$ cat config.mk
export PLATFORM = sky130hd
export DESIGN_NAME = prog_loader
export DESIGN_NICKNAME = d
export VERILOG_FILES = /design/src/rtl/prog_loader_pkg.sv /design/src/rtl/prog_loader_byte_word_assembler.sv /design/src/rtl/prog_loader.sv
export SDC_FILE = /design/constraint.sdc
export NUM_CORES = 1
export LEC_CHECK = 0
export CAP_MARGIN = 20
export CORE_MARGIN = 3
export CORE_UTILIZATION = 52
export CTS_CLUSTER_SIZE = 14
export DETAILED_ROUTE_END_ITERATION = 10
export GPL_TIMING_DRIVEN = 0
export PLACE_DENSITY = 0.83
export SETUP_SLACK_MARGIN = 0.3
export SLEW_MARGIN = 20
export SYNTH_ARGS = -nofsm -noshare
export SYNTH_HDL_FRONTEND = slang
export SYNTH_SLANG_ARGS = --single-unit
export TNS_END_PERCENT = 5
$ cat constraint.sdc
create_clock -name clk -period 6.4 [get_ports clk]
set_input_delay 1.28 -clock clk [delete_from_list [all_inputs] [get_ports clk]]
set_output_delay 1.28 -clock clk [all_outputs]
set_load 0.01 [all_outputs]
$ cat src/rtl/prog_loader_pkg.sv
// Shared types and constants for the boot-time program loader.
package prog_loader_pkg;

    typedef enum logic [3:0] {
        S_IDLE,
        S_LEN,
        S_DATA,
        S_WRITE,
        S_CSUM,
        S_VERIFY_REQ,
        S_VERIFY_CHK,
        S_DONE,
        S_ERROR
    } state_t;

    localparam logic [1:0] ERR_NONE   = 2'd0;
    localparam logic [1:0] ERR_LEN    = 2'd1;
    localparam logic [1:0] ERR_CSUM   = 2'd2;
    localparam logic [1:0] ERR_VERIFY = 2'd3;

    localparam int HDR_BYTES = 4;

endpackage

$ cat src/rtl/prog_loader_byte_word_assembler.sv
// Little-endian byte-to-word shift-in; word_next/word_valid flag the 4th byte combinationally.
module prog_loader_byte_word_assembler
    import prog_loader_pkg::*;
(
    input  logic        clk,
    input  logic        reset,
    input  logic        clear,
    input  logic        byte_valid,
    input  logic [7:0]  byte_in,
    output logic [31:0] word,
    output logic [31:0] word_next,
    output logic        word_valid
);

    logic [1:0] byte_cnt;

    assign word_next  = {byte_in, word[31:8]};
    assign word_valid = byte_valid && (byte_cnt == 2'(HDR_BYTES - 1));

    always_ff @(posedge clk) begin
        if (reset || clear) begin
            word     <= '0;
            byte_cnt <= '0;
        end else if (byte_valid) begin
            word     <= word_next;
            byte_cnt <= byte_cnt + 2'd1;
        end
    end

endmodule

$ cat src/rtl/prog_loader.sv
// Loads program memory from a byte stream, verifies it by read-back, then releases the CPU.
//   state        | meaning
//   S_IDLE       | waiting for start
//   S_LEN        | collecting 4-byte word count
//   S_DATA       | collecting one payload word
//   S_WRITE      | writing the assembled word
//   S_CSUM       | comparing the stream checksum byte
//   S_VERIFY_REQ | issuing a read-back
//   S_VERIFY_CHK | accumulating read-back bytes
//   S_DONE       | load verified, CPU released
//   S_ERROR      | load failed, err_code held
module prog_loader
    import prog_loader_pkg::*;
#(
    parameter int NUM_BRAMS      = 4,
    parameter int WORDS_PER_BRAM = 2048,
    parameter int BASE_WORD      = 0
) (
    input  logic        clk,
    input  logic        reset,
    input  logic        start,
    input  logic [7:0]  rx_data,
    input  logic        rx_valid,
    output logic        rx_ready,
    output logic [29:0] mem_address,
    output logic        mem_wen,
    output logic        mem_ren,
    output logic [31:0] mem_wdata,
    output logic [3:0]  mem_byte_select,
    input  logic [31:0] mem_rdata,
    output logic        cpu_hold,
    output logic        busy,
    output logic        done,
    output logic        error,
    output logic [1:0]  err_code
);

    localparam int MAX_WORDS = NUM_BRAMS * WORDS_PER_BRAM;
    localparam int CW        = $clog2(MAX_WORDS) + 1;

    state_t          state_q, state_d;
    logic [CW-1:0]   counter, counter_inc, n_words;
    logic [7:0]      sum, vsum, vsum_next;
    logic [1:0]      err_code_q;
    logic [31:0]     word, word_next, addr_full;
    logic            word_valid, rx_fire, len_bad, last_word;

    assign rx_ready = (state_q == S_LEN) || (state_q == S_DATA) || (state_q == S_CSUM);
    assign rx_fire  = rx_valid && rx_ready;

    prog_loader_byte_word_assembler u_asm (
        .clk        (clk),
        .reset      (reset),
        .clear      (state_q == S_IDLE),
        .byte_valid (rx_fire && (state_q == S_LEN || state_q == S_DATA)),
        .byte_in    (rx_data),
        .word       (word),
        .word_next  (word_next),
        .word_valid (word_valid)
    );

    assign len_bad     = (word_next == 32'd0) || (word_next > 32'(MAX_WORDS));
    assign counter_inc = counter + CW'(1);
    assign last_word   = (counter_inc == n_words);
    assign vsum_next   = vsum + mem_rdata[7:0] + mem_rdata[15:8]
                              + mem_rdata[23:16] + mem_rdata[31:24];
    assign addr_full   = 32'(BASE_WORD) + 32'(counter);
    assign mem_address = addr_full[29:0];

    assign busy     = (state_q != S_IDLE) && (state_q != S_DONE) && (state_q != S_ERROR);
    assign done     = (state_q == S_DONE);
    assign error    = (state_q == S_ERROR);
    assign cpu_hold = (state_q != S_DONE);
    assign err_code = err_code_q;

    always_ff @(posedge clk) begin
        if (reset) begin
            state_q <= S_IDLE;
        end else begin
            state_q <= state_d;
        end
    end

    always_comb begin
        state_d         = state_q;
        mem_wen         = 1'b0;
        mem_ren         = 1'b0;
        mem_wdata       = '0;
        mem_byte_select = '0;
        case (state_q)
            S_IDLE:       if (start) state_d = S_LEN;
            S_LEN:        if (word_valid) state_d = len_bad ? S_ERROR : S_DATA;
            S_DATA:       if (word_valid) state_d = S_WRITE;
            S_WRITE: begin
                mem_wen         = 1'b1;
                mem_wdata       = word;
                mem_byte_select = 4'b1111;
                state_d         = last_word ? S_CSUM : S_DATA;
            end
            S_CSUM:       if (rx_fire) state_d = (rx_data == sum) ? S_VERIFY_REQ : S_ERROR;
            S_VERIFY_REQ: begin
                mem_ren         = 1'b1;
                mem_byte_select = 4'b1111;
                state_d         = S_VERIFY_CHK;
            end
            S_VERIFY_CHK: begin
                if (!last_word)            state_d = S_VERIFY_REQ;
                else if (vsum_next == sum) state_d = S_DONE;
                else                       state_d = S_ERROR;
            end
            S_DONE:       state_d = S_DONE;
            S_ERROR:      state_d = S_ERROR;
            default:      state_d = S_IDLE;
        endcase
    end

    always_ff @(posedge clk) begin
        if (reset) begin
            counter    <= '0;
            n_words    <= '0;
            sum        <= '0;
            vsum       <= '0;
            err_code_q <= ERR_NONE;
        end else begin
            case (state_q)
                S_LEN: if (word_valid) begin
                    if (len_bad) begin
                        err_code_q <= ERR_LEN;
                    end else begin
                        n_words <= word_next[CW-1:0];
                        counter <= '0;
                        sum     <= '0;
                    end
                end
                S_DATA:  if (rx_fire) sum <= sum + rx_data;
                S_WRITE: counter <= counter_inc;
                S_CSUM: if (rx_fire) begin
                    if (rx_data != sum) begin
                        err_code_q <= ERR_CSUM;
                    end else begin
                        counter <= '0;
                        vsum    <= '0;
                    end
                end
                S_VERIFY_CHK: begin
                    vsum    <= vsum_next;
                    counter <= counter_inc;
                    if (last_word && vsum_next != sum) err_code_q <= ERR_VERIFY;
                end
                default: ;
            endcase
        end
    end

endmodule

Yosys cells after proc, flatten, opt, wreduce, memory -nomap -nowiden
Index checks and enable logic that the tools add are counted.
{"block": "classes", "add_sub_neg": 7, "n_reduce_logical": 25, "n_eq_ne": 26, "n_div": 0, "shift": 0, "n_mux": 32, "magnitude_cmp": 1, "n_mul": 0, "bitwise_logic": 1}
{"cell": "two-way mux 14 bit", "n": 4}
{"cell": "case mux 14 bit (3 select lines)", "n": 1}
{"cell": "adder 8 bit", "n": 5}
{"cell": "two-way mux 8 bit", "n": 5}
{"cell": "two-way mux 4 bit", "n": 9}
{"cell": "case mux 4 bit (9 select lines)", "n": 1}
{"cell": "> comparator 32 x 14 -> 1 bit (second input constant)", "n": 1}
{"cell": "logical NOT 32 bit", "n": 1}
{"cell": "two-way mux 32 bit", "n": 1}
{"cell": "case mux 8 bit (2 select lines)", "n": 2}
{"cell": "== test 4 x 3 -> 1 bit (second input constant)", "n": 4}
{"cell": "== test 8 bit", "n": 2}
{"cell": "!= test 8 bit", "n": 2}
{"cell": "adder 14 x 1 -> 14 bit (second input constant)", "n": 1}
{"cell": "== test 14 bit", "n": 1}
{"cell": "!= test 2 bit (second input constant)", "n": 7}
{"cell": "two-way mux 2 bit", "n": 5}
{"cell": "== test 4 x 2 -> 1 bit (second input constant)", "n": 2}
{"cell": "AND reduction 4 bit", "n": 2}
{"cell": "logical AND 1 bit", "n": 6}
{"cell": "!= test 2 x 1 -> 1 bit (second input constant)", "n": 3}
{"cell": "case mux 2 bit (3 select lines)", "n": 1}
{"cell": "AND reduction 3 bit", "n": 2}
{"cell": "AND reduction 6 bit", "n": 1}
{"cell": "other kinds (16)", "n": 23}
{"block": "totals", "mem_bits_ro": 0, "in_bits": 44, "reg_bits": 84, "ram_bits": 0, "out_inout_bits": 75, "word_cells": 100, "latch_bits": 0, "mem_count": 0}

Longest topological paths before layout
Gate-level depths: netlist of the first run.
{"block": "logic_depth", "ltp_word": 8, "mapped_depth": 15}

By module
From an unflattened synthesis of the first run, not the netlist that was laid out.
{"block": "unflattened", "hier_cells": 669, "area_unflattened_um2": 5853.1}
{"module": "prog_loader", "area_each_um2": 4336.7, "seq_area_each_um2": 1001.0, "n_inst": 1, "cells_each": 524}
{"module": "prog_loader_byte_word_assembler", "area_each_um2": 1516.5, "seq_area_each_um2": 680.7, "n_inst": 1, "cells_each": 145}

Least setup slack after synthesis of the first run
No wires, ideal clock.
{"block": "synth_path", "path_type": "in2reg", "from": "in mem_rdata[1]", "to": "reg state_q[2]", "cell_stages": 13, "n_path_buf": 0, "setup_slack_ps": 1398, "required_time_ps": 6260, "arrival_ps": 4862, "path_cell_list": "fa_1 > fa_1 > fa_1 > ha_1 > inv_1 > fa_1 > nor2b_1 > o221ai_1 > a21oi_1 > xor3_1 > and3_1 > o311ai_0 > o211ai_1"}
{"block": "synth_via", "elab_chain_cells": 8}
{"item": "start: declaration", "line": "prog_loader.sv:30", "source": "input logic [31:0] mem_rdata,"}
{"item": "adder 8 bit (2 in a row)", "line": "prog_loader.sv:65", "source": "assign vsum_next = vsum + mem_rdata[7:0] + mem_rdata[15:8]"}
{"item": "adder 8 bit (2 in a row)", "line": "prog_loader.sv:66", "source": "+ mem_rdata[23:16] + mem_rdata[31:24];"}
{"item": "== test 8 bit", "line": "prog_loader.sv:108", "source": "else if (vsum_next == sum) state_d = S_DONE;"}
{"item": "two-way mux 4 bit", "line": "prog_loader.sv:108"}
{"item": "two-way mux 4 bit", "line": "prog_loader.sv:107", "source": "if (!last_word) state_d = S_VERIFY_REQ;"}
{"item": "case mux 4 bit (9 select lines)", "line": "prog_loader.sv:90", "source": "case (state_q)"}
{"item": "end signal: assignment", "line": "prog_loader.sv:80", "source": "state_q <= state_d;"}
{"item": "end: declaration", "line": "prog_loader.sv:41", "source": "state_t state_q, state_d;"}
No other way between the ends.
A chain may end at the register's enable or synchronous reset.

Worst setup path in the final report of the first run
Ends and elaborated chain as after synthesis.

==> results.json, run 1 <==
{
  "synthArstFlopShare_pct": 0,
  "syn2layout_area_growth_pct": 25.35,
  "powerDensity_nw_per_um2": 205.2,
  "dpl_worst_slack_ps": 483.5,
  "r2r_end": "state_q[2]",
  "yosys_register_bits": 84,
  "worstSetupPathType": "input pin to flop",
  "synth_area_per_cell_um2": 8.022,
  "post_dp_cell_area_um2": 6909,
  "max_slew_margin_pct": 27.82,
  "drtAntennaViolNets": 0,
  "place_congestion": 0.9492,
  "dr_total_vias": 5657,
  "h-tree-depth": 3,
  "rsz0062_at_grt": "no",
  "nFillCells": 918,
  "yosys_most_used_dff": "dfxtp_1",
  "cts_buffer_depth": 2,
  "clockPowerShare_pct": 26.9,
  "setup_viol": 0,
  "power_mw": 1.459,
  "clkTransAtPathRegs_ps": 110,
  "dieArea_um2": 12200,
  "cts_made_buffers": 9,
  "hp-start": "u_asm.word[2]",
  "cp_data_arrival_time_ps": 5780,
  "wl_mm": 15.76,
  "root_buffer": "clkbuf_8",
  "die_h_um": 110.4,
  "crit-reg2reg-launch": "vsum[1]",
  "multiInputGateArea_um2": 3643,
  "post_cts_buffers": 0,
  "cp-start-kind": "input pin",
  "power_frac_seq_pct": 37.2,
  "cts_hold_buf": 0,
  "fmax_mhz": 180.5,
  "start_util_pct": 54.21,
  "io_pins": 119,
  "drv_slew": 0,
  "diodes": 0,
  "final_area_um2": 7109,
  "drv_cap": 0,
  "clock_skew_ps": 12.27,
  "sw_frac_of_total_pct": 37.75,
  "coreArea_um2": 10460,
  "fp-row-count": 37,
  "vias_per_cell": 5.802,
  "drive_above_1_share_pct": 5.959,
  "switchingPower_uw": 550.6,
  "cts-resized-gates": 0,
  "min_path_type": "flop to flop",
  "tightestPinTransition_ps": 1074,
  "r2r_slack_ps": 2900,
  "synth-edff-count": 0,
  "clock_latency_ps": 370,
  "leakage_nw": 2.752,
  "internal-power_uw": 908.2,
  "dp_hpwl_mm": 12.41,
  "port_buffers": 101,
  "grt_max_degree": 19,
  "drtIter0Drc": 332,
  "syn-cell-area_um2": 5672,
  "dr.pass1.iters": 5,
  "timing.hold.ws_ps": 458.6,
  "grt_usage_pct": 25.42,
  "fin_nets": 916,
  "worstHoldEndpoint": "u_asm.word[2]",
  "ir_worst_vdd_uv": 126.9,
  "run_status": "finished clean",
  "grt_overflow": 0,
  "fin_crit_sh_pct": 86.58,
  "path_max_fanout": 3,
  "synth-seq-area-share_pct": 29.65,
  "rr_worst_depth": 11,
  "yosysWarnings": 0,
  "final_cell_mix": "103 x nand2_1, 101 x clkdlybuf4s50_1, 84 x dfxtp_1",
  "antenna_found_initial": 0,
  "syn_inst": 707,
  "cp.required_ps": 6640,
  "critPathCaptureType": "flop",
  "drc": 0,
  "fin_ws_ps": 858.9,
  "wl_per_cell_um": 16.16,
  "synth.distinct_cells": 68,
  "fin_tns_setup_ps": 0,
  "cts_tree": "done",
  "seq_area_um2": 1682,
  "finalHoldViolations": 0,
  "cts_sinks": 84,
  "min_path_cells": 2,
  "final_common_cell": "nand2_1",
  "grt_pass1_wl_mm": 26.16,
  "grt_pass1_vias": 5443,
  "p_comb_share_pct": 35.8,
  "die_w_um": 110.4,
  "min_period_ps": 5541
}
-- synth_stat cells (3+ instances only) --
master / number / area [µm²]
and4_1: 4 / 35.03
a22oi_1: 5 / 37.54
buf_2: 4 / 20.02
or4_1: 4 / 30.03
nand2_1: 103 / 386.6
and3_1: 4 / 25.02
o211ai_1: 3 / 22.52
nand4_1: 7 / 43.79
or3_1: 7 / 43.79
inv_1: 26 / 97.59
buf_4: 19 / 142.6
xor2_1: 12 / 105.1
nor3_1: 15 / 75.07
nand4b_1: 3 / 26.28
o32ai_1: 4 / 35.03
nor4_1: 11 / 68.82
ha_1: 17 / 212.7
nor2b_1: 4 / 25.02
nor2_1: 54 / 202.7
xnor2_1: 26 / 227.7
and2_1: 35 / 219.0
nand2b_1: 4 / 25.02
a21o_1: 4 / 30.03
mux2i_1: 16 / 160.2
nand3_1: 24 / 120.1
a211o_1: 3 / 26.28
o31ai_1: 3 / 22.52
nand3b_1: 4 / 30.03
fa_1: 21 / 420.4
o21a_1: 4 / 30.03
o21ai_0: 13 / 65.06
a31oi_1: 5 / 31.28
clkbuf_1: 36 / 135.1
a21oi_1: 74 / 370.4
dfxtp_1: 84 / 1682
-- stage by stage --
stage / instances / utilization (%)
2_1_floorplan: 722 / -
3_3_place_gp: 959 / 66.04
3_5_place_dp: 959 / 66.04
4_1_cts: 975 / 67.95
5_1_grt: 975 / 67.95
6_report: 975 / 67.95
-- final cells by class --
type / instances / share of cell area [%]
Clock inverter: 7 / 1.074
Multi-Input combinational cell: 551 / 51.25
Sequential cell: 84 / 23.65
Buffer: 60 / 4.241
Inverter: 27 / 1.426
Timing Repair Buffer: 101 / 14.22
Tap cell: 136 / 2.394
Clock buffer: 9 / 1.742
-- cell families (layout without fill, tap and decap cells) --
group | after synthesis | count (layout) | synth area share [%]
AO/OA/AOI/OAI | 144 | 144 | 15.91
other | 1 | 16 | 0.06612
adder cells (fa/ha/maj) | 38 | 38 | 11.16
XOR/XNOR | 41 | 41 | 7.081
AND/OR/NAND/NOR | 295 | 295 | 26.01
flip-flops | 84 | 84 | 29.65
buffers and inverters | 87 | 204 | 7.103
multiplexers | 17 | 17 | 3.022
-- worst max-delay path, cell delays in order --
cell and delay, ps:
clkdlybuf4s50_1 430, fa_1 590, fa_1 470, fa_1 530
ha_1 180, inv_1 60, fa_1 400, nor2b_1 200
o221ai_1 190, a21oi_1 340, xor3_1 430, and3_1 200
o311ai_0 350, o211ai_1 140
-- layer usage --
metal | part of all wire, % | vias to the layer above | track usage [%]
met2 | 48 | 238 | 41.95
met3 | 6.6 | 34 | 4.603
met1 | 43 | 2705 | 33.45
met4 | 2.2 | 0 | 8.867
met5 | 0 | - | 0
li1 | - | 2680 | -
-- how the worst max path moves through the flow --
stage / startpoint / end / depth (start not counted)
3_5_place_dp: mem_rdata[1] / state_q[2] / 14
3_3_place_gp: mem_rdata[1] / state_q[2] / 14
2_1_floorplan: mem_rdata[1] / state_q[2] / 13
6_report: mem_rdata[1] / state_q[2] / 14
4_1_cts: mem_rdata[1] / state_q[2] / 14
5_1_grt: mem_rdata[1] / state_q[2] / 14
-- state kept, by name (all words and copies together) (netlist names) --
signal	cells
u_asm.word	32
vsum	8
state_q	4
sum	8
err_code	2
n_words	14
counter	14
u_asm.byte_cnt	2
-- power by group through the flow --
stage	Sequential, mW	Combinational, mW	Clock, mW
2_1_floorplan	0.553	0.368	0
3_3_place_gp	0.555	0.502	0
3_5_place_dp	0.555	0.517	0
4_1_cts	0.543	0.519	0.394
5_1_grt	0.545	0.578	0.417
6_report	0.543	0.522	0.393
Power figures use the tool's default switching activity.
==> run 2: changes to the inputs <==
- REMOVE_ABC_BUFFERS: not set -> 1
==> run 2 against run 1 <==
Against the previous run: sequential cell count did not move; non-clock buffer count fell by 56; final area fell by 2.7%.
==> results.json, run 2 (same netlist as run 1, synthesis figures left out) <==
{
  "run_status": "finished clean",
  "finish.utilization_pct": 66.08,
  "cts_hold_buf": 0,
  "wl_per_cell_um": 16.00,
  "grt_max_degree": 35,
  "antenna_found_initial": 0,
  "cp-start-kind": "input pin",
  "slowest_delay_ps": 570,
  "die_h_um": 110.4,
  "fin_crit_sh_pct": 87.10,
  "top_regs": "u_asm.word x32, counter x14, n_words x14",
  "final_cell_count_no_fill": 919,
  "cp.required_ps": 6630,
  "grt_overflow": 0,
  "path_cells": "clkdlybuf4s50_1, fa_1, fa_1, fa_1, ha_1, inv_1, fa_1, nor2b_1, o221ai_1, a21oi_1, xor3_1, and3_1, o311ai_0, o211ai_1",
  "fin_nets": 860,
  "worstSetupPathType": "input pin to flop",
  "die_w_um": 110.4,
  "min_period_ps": 5575,
  "cts_buffer_depth": 2,
  "leakage_nw": 2.628,
  "dpl_worst_slack_ps": 522.9,
  "top_usage_layer": "met2",
  "min_path_type": "flop to flop",
  "clock_skew_ps": 17.51,
  "drtAntennaViolNets": 0,
  "cpLargestDelayFamily": "adder cells",
  "grt_pass1_wl_mm": 24.66,
  "use_met1_pct": 32.74,
  "post_dp_cell_area_um2": 6690,
  "rsz0062_at_grt": "no",
  "io_pins": 119,
  "dr.pass1.iters": 7,
  "fin_tns_setup_ps": 0,
  "largest_reg_flops": 32,
  "post_cts_buffers": 0,
  "grt_usage_pct": 23.85,
  "critPathCaptureType": "flop",
  "dieArea_um2": 12200,
  "port_buffers": 102,
  "fp-row-count": 37,
  "root_buffer": "clkbuf_8",
  "timing.hold.ws_ps": 457.2,
  "dp_hpwl_mm": 11.05,
  "cts_made_buffers": 9,
  "final_cell_mix": "101 x nand2_1, 101 x clkdlybuf4s50_1, 84 x dfxtp_1",
  "slowest_stage": "fa_1",
  "clkTransAtPathRegs_ps": 90,
  "crit-reg2reg-launch": "state_q[1]",
  "place_inst": 903,
  "cts_tree": "done",
  "h-tree-depth": 3,
  "drive_above_1_share_pct": 4.470,
  "drc": 0,
  "path_max_fanout": 3,
  "vias_per_cell": 5.816,
  "cts-resized-gates": 0,
  "coreArea_um2": 10460,
  "hp-start": "u_asm.word[5]",
  "grt_pass1_vias": 5146,
  "max_slew_margin_pct": 29.73,
  "power_mw": 1.479,
  "diodes": 0,
  "grt_use_met3_pct": 3.123,
  "finalHoldViolations": 0,
  "wl_mm": 14.71,
  "drv_slew": 0,
  "crit_path_frequent_cell": "fa_1",
  "regMostFlops": "u_asm.word",
  "start_util_pct": 54.21,
  "syn2layout_area_growth_pct": 21.91,
  "crit_start": "mem_rdata[1]",
  "final_area_um2": 6914,
  "drv_cap": 0,
  "drtIter0Drc": 287,
  "fmax_mhz": 179.4,
  "fin_ws_ps": 825.4,
  "ir_worst_vdd_uv": 107.4,
  "cts_sinks": 84,
  "tightestPinTransition_ps": 1046,
  "setup_viol": 0,
  "powerDensity_nw_per_um2": 213.9,
  "place_congestion": 0.9083,
  "clock_latency_ps": 360,
  "use_met2_pct": 38.11,
  "crit_buf_inv": 2,
  "cp_data_arrival_time_ps": 5800,
  "dr_total_vias": 5345
}
run 2: cell count changes in the layout (fill, tap and decap cells not counted), sizes merged:
cell    delta
buf       -20
bufinv     +1
clkbuf    -34
clkinv     -1
inv        -2
run 2: metal layers:
metal / routed length [µm] / vias up
li1: - / 2564
met1: 6539 / 2560
met2: 6977 / 195
met3: 829 / 26
met4: 359 / 0
met5: 0 / -
run 2: where the power goes:
part           total [mW]  switching [mW]  internal, mW
registers           0.552          0.0192         0.533
clock network       0.416           0.208         0.207
logic               0.512           0.294         0.218
run 2: worst reg2reg max path, stage by stage, from the launching register on:
cell      delay, ps
dfxtp_1         850
inv_1           420
nand3_1         390
nor2_1           90
nand3_1         620
a21boi_1        910
or3_1           210
a21oi_1          60
run 2: layout make-up:
cell class	count	area, µm²
Tap cell	136	170.2
Fill cell	914	3548
Timing Repair Buffer	105	1076
Sequential cell	84	1682
Clock inverter	5	67.56
Multi-Input combinational cell	551	3666
Clock buffer	11	151.4
Inverter	27	101.3
run 2: worst paths after layout:
path	endpoint	slack, ps	cells past startpoint
max	state_q[2]	830	14
min	u_asm.word[5]	460	2
max reg2reg	sum[3]	2710	7
min reg2reg	u_asm.word[5]	460	2
==> run 3: changes to the inputs <==
- CTS_CLUSTER_DIAMETER: not set -> 60
==> results of run 3 <==
Same layout as run 2: the final DEF is identical, and so are final timing and power.
==> edit 1, RTL diff (settings of run 2) <==
Set the parameter `NUM_BRAMS` to 2 (it was 4).
--- a/src/rtl/prog_loader.sv
+++ b/src/rtl/prog_loader.sv
@@ -12,7 +12,7 @@
 module prog_loader
     import prog_loader_pkg::*;
 #(
-    parameter int NUM_BRAMS      = 4,
+    parameter int NUM_BRAMS      = 2,
     parameter int WORDS_PER_BRAM = 2048,
     parameter int BASE_WORD      = 0
 ) (
Check against the original RTL: not equivalent (a bounded check fails within 10 cycles, from zero or initial values and one cycle with reset high).
==> edit 1 against run 2 <==
  * Worst setup slack got worse by 0.055 ns
  * Sequential cell count fell by 2
  * Wire length fell by 8.2%
  * Sequential share of layout area rose by 0.37 points
  * Synthesized area fell by 3.6%
  * Power rose by 7.2%
  * Cell area fell by 3.8%
  * Synthesized cell count fell by 6.5%
  * Largest cell class unchanged
  * Highest routed layer unchanged
==> edit 1: results <==
{
  "via_count": 4980,
  "p_sw_frac": 0.372,
  "preCtsSetupSlack_ns": 0.382,
  "clockBufferDepth": 2,
  "synth_commonest_cells": "87 x nand2_1, 82 x dfxtp_1, 55 x a21oi_1, 44 x nor2_1, 40 x and3_1",
  "placed_area_um2": 6420,
  "place_inst": 850,
  "yosys-top-cells-area": "dfxtp_1 30%, fa_1 7.7%, nand2_1 6.0%",
  "yosysSeqAreaShare": 0.300,
  "syn_inst": 661,
  "routabilityCongestion": 0.917,
  "top_regs": "u_asm.word: 32 flops, counter: 13 flops, n_words: 13 flops",
  "fillers": 853,
  "grt_pass1_vias": 4671,
  "reg2reg_depth": 10,
  "track_usage": 0.233,
  "drive_gt1_frac": 0.0518,
  "synthDistinctLibCells": 65,
  "io_buffers": 101,
  "drt_iter0_drc": 258,
  "crit_arrival_ns": 5.88,
  "grt_pass1_wl_um": 22100,
  "fin_skew_ns": 0.0107,
  "ir_worst_vdd_uv": 222,
  "status": "finished, final reports clean",
  "hpwl_um": 10200,
  "finalWirelength_um": 13500,
  "wire_per_inst_um": 15.6,
  "seq_area_um2": 1640
}
-- edit 1: changes by cell type in the layout (fill, tap and decap cells not counted), moves of 6 or more --
| cell | change |
|---|---|
| a21oi_1 | -18 |
| and2_1 | -31 |
| and3_1 | +35 |
| nand2_1 | -14 |
| nor2_1 | -11 |
| nor3_1 | -6 |
-- edit 1: kinds of logic (layout without fill, tap and decap cells) --
group	count (synthesis)	count (layout)	synth area share
flip-flops	82	82	0.300
adder cells (fa/ha/maj)	38	38	0.116
other	1	17	0.000686
buffers and inverters	85	141	0.0744
AND/OR/NAND/NOR	265	265	0.247
multiplexers	18	18	0.0343
AO/OA/AOI/OAI	129	129	0.156
XOR/XNOR	43	43	0.0714
-- edit 1: power groups by stage --
stage | clock network (mW) | logic, mW | registers, mW
floorplan | 0 | 0.405 | 0.562
global placement | 0 | 0.552 | 0.573
detailed placement | 0 | 0.581 | 0.575
CTS | 0.439 | 0.584 | 0.563
global route | 0.467 | 0.649 | 0.570
finish | 0.432 | 0.588 | 0.565
-- edit 1: per-layer routing --
metal  share of wire  GRT usage
met2            0.48      0.368
met1            0.44      0.322
met4           0.017     0.0721
met5               0          0
met3           0.066     0.0442
-- edit 1: cell type report --
class	instances	area share
Clock buffer	9	0.0186
Multi-Input combinational cell	510	0.525
Timing Repair Buffer	103	0.156
Tap cell	133	0.0250
Sequential cell	82	0.247
Clock inverter	7	0.0160
Inverter	22	0.0124
-- edit 1: final timing paths --
kind,from,endpoint,slack (ns)
setup / recovery,mem_rdata[1],err_code[1],0.77
hold / removal,u_asm.word[6],u_asm.word[6],0.46
setup reg to reg,vsum[1],err_code[1],2.81
hold reg to reg,u_asm.word[6],u_asm.word[6],0.46
==> edit 2, RTL diff (config.mk and constraints of run 2) <==
Without the edit above. The 9 states of `state_t` get a one-hot encoding in 9 bits.
--- a/src/rtl/prog_loader_pkg.sv
+++ b/src/rtl/prog_loader_pkg.sv
@@ -1,16 +1,16 @@
 // Shared types and constants for the boot-time program loader.
 package prog_loader_pkg;
 
-    typedef enum logic [3:0] {
-        S_IDLE,
-        S_LEN,
-        S_DATA,
-        S_WRITE,
-        S_CSUM,
-        S_VERIFY_REQ,
-        S_VERIFY_CHK,
-        S_DONE,
-        S_ERROR
+    typedef enum logic [8:0] {
+        S_IDLE       = 9'b000000001,
+        S_LEN        = 9'b000000010,
+        S_DATA       = 9'b000000100,
+        S_WRITE      = 9'b000001000,
+        S_CSUM       = 9'b000010000,
+        S_VERIFY_REQ = 9'b000100000,
+        S_VERIFY_CHK = 9'b001000000,
+        S_DONE       = 9'b010000000,
+        S_ERROR      = 9'b100000000
     } state_t;
 
     localparam logic [1:0] ERR_NONE   = 2'd0;
Behaviour: same outputs for any inputs over 10 cycles, from zero or initial values and one cycle with reset high; not proved beyond that.
==> edit 2 against run 2 <==
  * Cell area decreased by 0.69%
  * Synthesized area increased by 1.3%
  * Non-clock buffer count unchanged
  * Die area increased by 1.2%
  * Clock skew decreased by 0.0033 ns
  * Sequential cell count increased by 5
  * Via count decreased by 4.8%
  * Global-route usage decreased by 1.9 points
  * Wire length decreased by 7.1%
  * Clock power decreased by 11%
  * Worst setup slack improved by 0.61 ns
  * Largest power group unchanged
  * Sequential power increased by 2%
  * First-iteration DRC count increased by 0.35%
  * Highest routed layer unchanged
  * Power decreased by 14%
==> edit 2: results <==
{
  "placed_area_um2": 6680,
  "yosys-top-cells-area": "dfxtp_1 31%, fa_1 7.3%, nand2_1 6.1%",
  "status": "finished, final reports clean",
  "routabilityCongestion": 0.840,
  "first_pass_iters": 5,
  "io_buffers": 102,
  "seqPwrFrac": 0.443,
  "synthDistinctLibCells": 64,
  "drive_gt1_frac": 0.0511,
  "crit_arrival_ns": 5.26,
  "fin_skew_ns": 0.0142,
  "power.switching_mw": 0.399,
  "vias_per_cell": 5.66,
  "preCtsSetupSlack_ns": 1.07,
  "fillers": 912,
  "layout.nets": 840,
  "track_usage": 0.219,
  "synth_commonest_cells": "93 x nand2_1, 89 x dfxtp_1, 69 x a21oi_1, 53 x nor2_1, 34 x and2_1",
  "drt_iter0_drc": 288,
  "cpPeakStageDelay_ns": 0.57,
  "power_density_nw_per_um2": 185,
  "grt_max_degree": 43,
  "ir_worst_vdd_uv": 111,
  "slew_headroom": 0.308,
  "power.leakage_nw": 2.60,
  "grt_pass1_wl_um": 23000,
  "hpwl_um": 10500,
  "grt_pass1_vias": 4958,
  "yosysSeqAreaShare": 0.310,
  "wire_per_inst_um": 15.2
}
[edit 2: cell types whose count changed in the layout (fill, tap and decap cells not counted), sizes merged, moves of 6 or more]
cell / delta
nand2: -10
o21ai: +8
nand2b: +6
a21oi: -6
nor3: -9
inv: -10
a211oi: +9
a311oi: +9
[edit 2: logic make-up after synthesis]
family	synth area share
AND/OR/NAND/NOR	0.246
AO/OA/AOI/OAI	0.160
flip-flops	0.310
buffers and inverters	0.0739
XOR/XNOR	0.0636
adder cells (fa/ha/maj)	0.110
multiplexers	0.0349
other	0.000653
[edit 2: worst reg2reg max path: stages (launching register included)]
cell      delay [ns]
dfxtp_1         0.41
nor4_4          0.34
or4b_1          0.53
nor3b_2         0.68
nor2_1          0.31
a221oi_2        0.90
o211a_1         0.27
nor3_1          0.05
[edit 2: worst paths after layout]
path	start	end	slack [ns]	cells after the start
min	u_asm.word[2]	u_asm.word[2]	0.46	2
max reg2reg	state_q[2]	counter[2]	2.79	7
min reg2reg	u_asm.word[2]	u_asm.word[2]	0.46	2
max	mem_rdata[1]	state_q[7]	1.44	13
[edit 2: routing by layer]
metal / global-route usage / vias up / part of all wire
met4: 0.0560 / 0 / 0.0094
met2: 0.374 / 161 / 0.49
met5: 0 / - / 0
li1: - / 2493 / -
met3: 0.0366 / 14 / 0.055
met1: 0.290 / 2422 / 0.44
[edit 2: layout make-up]
cell class                 count  area (um^2)  share of cell area
inverter                      16         60.1             0.00875
multi-input combinational    537         3620               0.527
clock inverter                 6         50.0             0.00729
clock buffer                  10          138              0.0200
sequential                    89         1780               0.259
timing repair buffer         105         1050               0.153
tap                          136          170              0.0248
[edit 2: stage by stage]
step	hold slack, ns	cells
6_report	0.456	899
5_1_grt	0.482	899
4_1_cts	0.460	899
3_5_place_dp	0.446	883
3_3_place_gp	0.442	880
2_1_floorplan	0.432	642
